==> src/rtl/mem_port_arbiter.sv <==
// Round-robin owner of the shared accelerator memory port: burst ownership with a
// watchdog on burst length, owner mux onto the port and per-requester read-valid.
module mem_port_arbiter #(
    parameter int ADDR_W    = 16,
    parameter int DATA_W    = 32,
    parameter int N_REQ     = 3,
    parameter int MAX_BURST = 64
) (
    input  logic                    clk,
    input  logic                    rst,
    input  logic [N_REQ-1:0]        req,
    input  logic [N_REQ-1:0]        req_we,
    input  logic [N_REQ*ADDR_W-1:0] req_addr,
    input  logic [N_REQ*DATA_W-1:0] req_wdata,
    output logic [N_REQ-1:0]        gnt,
    output logic                    mem_en,
    output logic                    mem_we,
    output logic [ADDR_W-1:0]       mem_addr,
    output logic [DATA_W-1:0]       mem_wdata,
    input  logic [DATA_W-1:0]       mem_rdata,
    output logic [DATA_W-1:0]       rdata,
    output logic [N_REQ-1:0]        rvalid,
    output logic                    busy,
    output logic                    timeout_evt
);
    localparam int               CNT_W     = $clog2(MAX_BURST) + 1;
    localparam int               IDX_W     = $clog2(N_REQ);
    localparam logic [CNT_W-1:0] LAST_BEAT = CNT_W'(MAX_BURST - 1);

    typedef enum logic [1:0] {IDLE, OWN, REL} state_t;

    state_t            state_q, state_d;
    logic [N_REQ-1:0]  gnt_q, gnt_d;
    logic [N_REQ-1:0]  rvalid_q, rvalid_d;
    logic [IDX_W-1:0]  owner_q, owner_d;
    logic [IDX_W-1:0]  rr_ptr_q, rr_ptr_d;
    logic [CNT_W-1:0]  beat_cnt_q, beat_cnt_d;
    logic              timeout_q, timeout_d;
    logic [ADDR_W-1:0] addr_q, addr_d, owner_addr;
    logic [DATA_W-1:0] wdata_q, wdata_d, owner_wdata;
    logic [IDX_W-1:0]  win_idx;
    logic              win_found;
    logic              beat;

    // gnt is only non-zero in OWN, so a beat is simply the owner still requesting.
    assign beat = |(req & gnt_q);

    // Scan starts just after the last owner, so the previous owner is checked last.
    always_comb begin
        win_found = 1'b0;
        win_idx   = '0;
        for (int k = 1; k <= N_REQ; k++) begin
            if (!win_found && req[(int'(rr_ptr_q) + k) % N_REQ]) begin
                win_found = 1'b1;
                win_idx   = IDX_W'((int'(rr_ptr_q) + k) % N_REQ);
            end
        end
    end

    always_ff @(posedge clk or negedge rst) begin
        if (!rst) begin
            state_q    <= IDLE;
            gnt_q      <= '0;
            rvalid_q   <= '0;
            owner_q    <= '0;
            rr_ptr_q   <= IDX_W'(N_REQ - 1);
            beat_cnt_q <= '0;
            timeout_q  <= 1'b0;
        end else begin
            // NOTE: non-blocking so every flop samples the pre-edge values.
            state_q    <= state_d;
            gnt_q      <= gnt_d;
            rvalid_q   <= rvalid_d;
            owner_q    <= owner_d;
            rr_ptr_q   <= rr_ptr_d;
            beat_cnt_q <= beat_cnt_d;
            timeout_q  <= timeout_d;
        end
    end

    // NOTE: no reset here; these only hold the last beat's address/data, which is don't-care.
    always_ff @(posedge clk) begin
        addr_q  <= addr_d;
        wdata_q <= wdata_d;
    end

    always_comb begin
        // NOTE: every target gets a default first, so no path can infer a latch.
        state_d    = state_q;
        gnt_d      = gnt_q;
        owner_d    = owner_q;
        rr_ptr_d   = rr_ptr_q;
        beat_cnt_d = beat_cnt_q;
        timeout_d  = 1'b0;
        rvalid_d   = {N_REQ{beat}} & gnt_q & ~req_we;
        case (state_q)
            IDLE: begin
                if (win_found) begin
                    state_d        = OWN;
                    gnt_d          = '0;
                    gnt_d[win_idx] = 1'b1;
                    owner_d        = win_idx;
                    beat_cnt_d     = '0;
                end
            end
            OWN: begin
                if (!beat) begin
                    state_d = REL;
                    gnt_d   = '0;
                end else begin
                    beat_cnt_d = beat_cnt_q + CNT_W'(1);
                    if (beat_cnt_q == LAST_BEAT) begin
                        state_d   = REL;
                        gnt_d     = '0;
                        timeout_d = 1'b1;
                    end
                end
            end
            REL: begin
                rr_ptr_d = owner_q;
                state_d  = IDLE;
            end
            default: state_d = IDLE;
        endcase
    end

    always_comb begin
        owner_addr  = req_addr[int'(owner_q)*ADDR_W +: ADDR_W];
        owner_wdata = req_wdata[int'(owner_q)*DATA_W +: DATA_W];
        addr_d      = beat ? owner_addr : addr_q;
        wdata_d     = beat ? owner_wdata : wdata_q;
        mem_en      = beat;
        mem_we      = beat & req_we[owner_q];
        mem_addr    = addr_d;
        mem_wdata   = wdata_d;
        rdata       = mem_rdata;
        busy        = (state_q != IDLE);
        gnt         = gnt_q;
        rvalid      = rvalid_q;
        timeout_evt = timeout_q;
    end
endmodule

==> config.mk <==
export PLATFORM = sky130hd
export DESIGN_NAME = mem_port_arbiter
export DESIGN_NICKNAME = d
export VERILOG_FILES = /design/src/rtl/mem_port_arbiter.sv
export SDC_FILE = /design/constraint.sdc
export NUM_CORES = 1
export LEC_CHECK = 0
export ABC_AREA = 1
export ABC_CLOCK_PERIOD_IN_PS = 3100
export CAP_MARGIN = 20
export CORE_MARGIN = 10
export CORE_UTILIZATION = 38
export CTS_CLUSTER_SIZE = 40
export DETAILED_ROUTE_END_ITERATION = 12
export PLACE_DENSITY = 0.93
export SETUP_SLACK_MARGIN = 0.1
export SYNTH_ARGS = -nofsm -noshare
export SYNTH_HDL_FRONTEND = slang
export SYNTH_SLANG_ARGS = --single-unit
==> constraint.sdc <==
create_clock -name clk -period 3.1 [get_ports clk]
set_clock_uncertainty 0.05 [all_clocks]
set_input_delay 0.775 -clock clk [delete_from_list [all_inputs] [get_ports clk]]
set_output_delay 0.775 -clock clk [all_outputs]
set_load 0.01 [all_outputs]
Word level (Yosys, flattened, before mapping)

Cells that the tools add are included.

Shift-type cells: 2
Div/mod/pow operators: 3
Add/subtract/negate cells: 4
Equality and inequality tests: 6
Multiplexer cells: 35
Reductions and logical operators: 13
$lt $le $gt $ge: 6
Bitwise gates (word level): 5

Operators with widths:

| kind                                                    | count |
|---|---|
| < comparator 32 x 4 -> 1 bit (second input constant)    | 3 |
| remainder unit 32 x 3 -> 32 bit (second input constant) | 3 |
| indexed part select 96 x 8 -> 32 bit                    | 1 |
| indexed part select 48 x 7 -> 16 bit                    | 1 |
| 2-to-1 mux 32 bit                                       | 1 |
| 2-to-1 mux 16 bit                                       | 1 |
| 2-to-1 mux 1 bit                                        | 14 |
| 2-to-1 mux 7 bit                                        | 2 |
| case mux 7 bit (2 select lines)                         | 1 |
| 2-to-1 mux 2 bit                                        | 6 |
| AND 3 bit                                               | 3 |
| 2-to-1 mux 3 bit                                        | 3 |
| binary-select mux 1 bit (select 2 bit)                  | 4 |
| adder 7 x 1 -> 7 bit (second input constant)            | 1 |
| equality test 7 x 6 -> 1 bit (second input constant)    | 1 |
| adder 2 x 2 -> 3 bit (second input constant)            | 2 |
| < comparator 2 x 3 -> 1 bit (second input constant)     | 2 |
| case mux 3 bit (2 select lines)                         | 1 |
| AND reduction 3 bit                                     | 2 |
| != test 2 bit (second input constant)                   | 2 |
| case mux 2 bit (2 select lines)                         | 1 |
| AND reduction 2 bit                                     | 2 |
| nonzero test 2 bit                                      | 2 |
| adder 2 x 1 -> 3 bit (second input constant)            | 1 |
| 11 further kinds                                        | 14 |

Logic and storage cells: 83
Bits of input ports: 184
Register bits: 68
Output and inout bits: 90

Depth between registers and ports, before layout

Depth in word-level cells: 18
Depth in mapped cells: 12
Gate-level depth less buffers: 12

Least setup slack after synthesis

No wires, ideal clock.

Path kind: in2out
Start: input port req[1]
End: output port mem_addr[0]
Stages: 5
Buffers on the path: 2
Data arrival time: 1.554 ns
Data required time: 2.275 ns
Slack: 0.721 ns
Path through: nand2_1 > nand3_2 > buf_4 > buf_2 > a31oi_1

Cells in the longest elaborated chain, start to end: 3

RTL lines:

| what               | RTL line | text |
|---|---|---|
| from (decl)        | 11       | `input logic [N_REQ-1:0] req,` |
| AND 3 bit          | 46       | `assign beat = \|(req & gnt_q);` |
| OR reduction 3 bit | 46       |  |
| 2-to-1 mux 16 bit  | 130      | `addr_d = beat ? owner_addr : addr_q;` |
| to (decl)          | 18       | `output logic [ADDR_W-1:0] mem_addr,` |

No other way between the ends.

Worst setup path after layout

Start: input port req[2]
End: output port mem_addr[13]

The elaborated chain is that of the path after synthesis.

==> flow_metrics.py <==
metrics = {
    "run_status": {
        "status": "finished clean",
    },
    "detailed_routing": {
        "drt_iter0_markers": 237,
        "ant_nets": 0,
        "drt_drc_violations_left": 0,
        "dr_total_vias": 4239,
        "post_drt_via_cell_ratio": 4.878,
        "first_pass_iters": 4,
        "drt_wl_total_um": 14710,
        "wl_per_cell_um": 16.92,
    },
    "hold_path": {
        "hold_depth": 2,
        "worstHoldPathType": "reg -> reg",
        "hp-start": "wdata_q[25]",
        "whs_endpoint": "wdata_q[25]",
    },
    "placement": {
        "port_buffers": 209,
        "placed_area_um2": 5852,
        "place_worst_setup_slack_ns": -0.4422,
        "gp_congestion": 0.8199,
        "dpl.hpwl_um": 11010,
    },
    "critical_path": {
        "r2r-end": "gnt[0]",
        "critPathArrivalTime_ns": 2.14,
        "crit_path_start_kind": "input port",
        "crit_path_end_kind": "output pin",
        "r2r_start": "gnt[0]",
        "cp_max_fo": 12,
        "cp.required_ns": 2.27,
        "reg2reg_depth": 10,
        "critPathKind": "in -> out",
        "r2r_setup_slack_ns": 1.13,
    },
    "yosys": {
        "synth_cells": 549,
        "ys_types": 33,
        "yosysWarnings": 0,
        "syn_nets": 737,
        "avgSynthCellArea_um2": 7.008,
        "yosysSeqAreaShare": 0.3802,
        "syn_area_um2": 3847,
        "ys_seq_elements": 68,
    },
    "sta": {
        "slew_headroom": 0.4301,
        "min_period_over_period": 0.9558,
        "worst_pin_slew_ns": 0.8521,
        "tns_ns": 0,
        "fmax_mhz": 337.5,
        "finalHoldViolCount": 0,
        "period_needed_ns": 2.963,
        "setup_ws_ns": 0.1371,
        "rsz0062_at_grt": "yes",
        "final_max_slew_viol_count": 0,
        "finalSetupViolations": 0,
    },
    "final_layout": {
        "layout-drive-gt1-share": 0.1726,
        "n_antenna_cell": 0,
        "final_nets": 919,
        "nFillCells": 873,
        "area_delta_synth_final_pct": 59.74,
        "final_cell_mix": "156 x nor2_1, 156 x clkdlybuf4s50_1, 74 x nand2_1",
        "finalInstanceArea_um2": 6146,
    },
    "global_routing": {
        "grt_start_max_net_pins": 38,
        "gr-total-overflow": 0,
        "grt_antenna_before_repair": 0,
        "grt_pass1_vias": 4363,
        "grt_pass1_wl_um": 22430,
        "grt_usage": 0.1924,
    },
    "clocking": {
        "cts_tree": "done",
        "root_buffer": "clkbuf_8",
        "clock_latency_ns": 0.33,
        "cts_sinks": 68,
        "cts_max_path_buffers": 2,
        "cts.clk_slew.worst_paths_ns": 0.07,
        "h-tree-depth": 3,
        "numCtsBuffers": 9,
        "hold_buffers": 0,
    },
    "die": {
        "core_um2": 9819,
        "io_pins": 274,
        "die-area_um2": 14550,
        "die_w_um": 120.6,
        "dieHeight_um": 120.6,
        "initial_core_util": 0.3918,
        "rows": 36,
    },
    "power": {
        "p_leak_uw": 0.002572,
        "peakVddDrop_mv": 0.4644,
        "power_density_nw_per_um2": 907.3,
    },
    "job": {
        "maxCapViolations": 0,
    },
}
[worst max-delay path by stage]
stage | startpoint | end | cells after the start
floorplan | req[1] | mem_addr[0] | 5
global placement | req[0] | mem_wdata[24] | 7
detailed placement | req[0] | mem_wdata[17] | 7
CTS | req[0] | mem_addr[1] | 7
global route | req[2] | mem_addr[13] | 7
finish | req[2] | mem_addr[13] | 7
[registers in the layout, summed over array words and instances (netlist names)]
| name | count |
|---|---|
| owner_q | 2 |
| rr_ptr_q | 2 |
| gnt | 3 |
| wdata_q | 32 |
| addr_q | 16 |
| timeout_evt | 1 |
| beat_cnt_q | 7 |
| state_q | 2 |
| rvalid | 3 |
[worst max-delay path: stages]
cell             delay (ns)
dlygate4sd2_1          0.25
nand2_2                0.09
nand3_4                0.13
buf_12                 0.16
bufbuf_16              0.28
a31oi_2                0.20
clkdlybuf4s15_2        0.25
[Yosys cell counts (all sizes together)]
cell type  instances  area share
a21boi             1      0.0020
a21oi              3      0.0039
a31oi             48       0.078
buf               57        0.11
clkbuf             7      0.0068
clkinv             1      0.0013
dfrtp             19        0.12
dfstp              1      0.0068
dfxtp             48        0.25
ha                 4       0.013
inv               28       0.028
nand2             85       0.091
nand3             17       0.031
nand3b             3      0.0059
nand4              1      0.0016
nor2             157        0.15
nor3               3      0.0039
nor3b              1      0.0020
o21ai             63       0.088
or2                1      0.0016
xor2               1      0.0023
[stage by stage]
stage | cells | hold slack [ns] | util | total power (uW)
2_1_floorplan | 549 | 0.4261 | - | 3305
3_3_place_gp | 841 | 0.4221 | 0.5959 | 4790
3_5_place_dp | 841 | 0.4272 | 0.5959 | 4874
4_1_cts | 869 | 0.4379 | 0.6256 | 5618
5_1_grt | 869 | 0.4529 | 0.6259 | 6005
6_report | 869 | 0.4353 | 0.6259 | 5576
[timing repair]
item,4_1_cts,5_1_grt
setup endpoints to repair,50,21
endpoints found under the hold margin,0,0
setup buffers,9,0
pin swaps,2,0
cloned,3,0
gates resized for setup,200,7
[final cells by class]
type                            count  area, um2  area share
Sequential cell                    68       1465      0.2384
Inverter                           29      112.6     0.01832
Clock buffer                        9      123.9     0.02015
Tap cell                          133      166.4     0.02708
Timing Repair Buffer              235       2321      0.3776
Multi-Input combinational cell    388       1889      0.3074
Clock inverter                      7      67.56     0.01099
[routing by layer]
| layer | global-route usage | vias up | part of all wire |
|---|---|---|---|
| met5 | 0 | - | 0 |
| met4 | 0.08220 | 0 | 0.027 |
| met3 | 0.07818 | 36 | 0.095 |
| met2 | 0.3382 | 173 | 0.51 |
| met1 | 0.1981 | 1907 | 0.37 |
| li1 | - | 2123 | - |
[cells by family after synthesis]
group / count (synthesis) / share of synthesized area
DFF: 68 / 0.3802
buffers and inverters: 93 / 0.1428
and+or+nand+nor: 268 / 0.2901
AOI/OAI and AO/OA: 115 / 0.1717
adders and majority gates: 4 / 0.01301
xor gates and xnor gates: 1 / 0.002277
[report_power, final]
group          internal [uW]  switching (uW)
Combinational           1550            1880
Clock                    367             352
Sequential              1270             157
No activity file was read; power rests on OpenSTA's default activity.
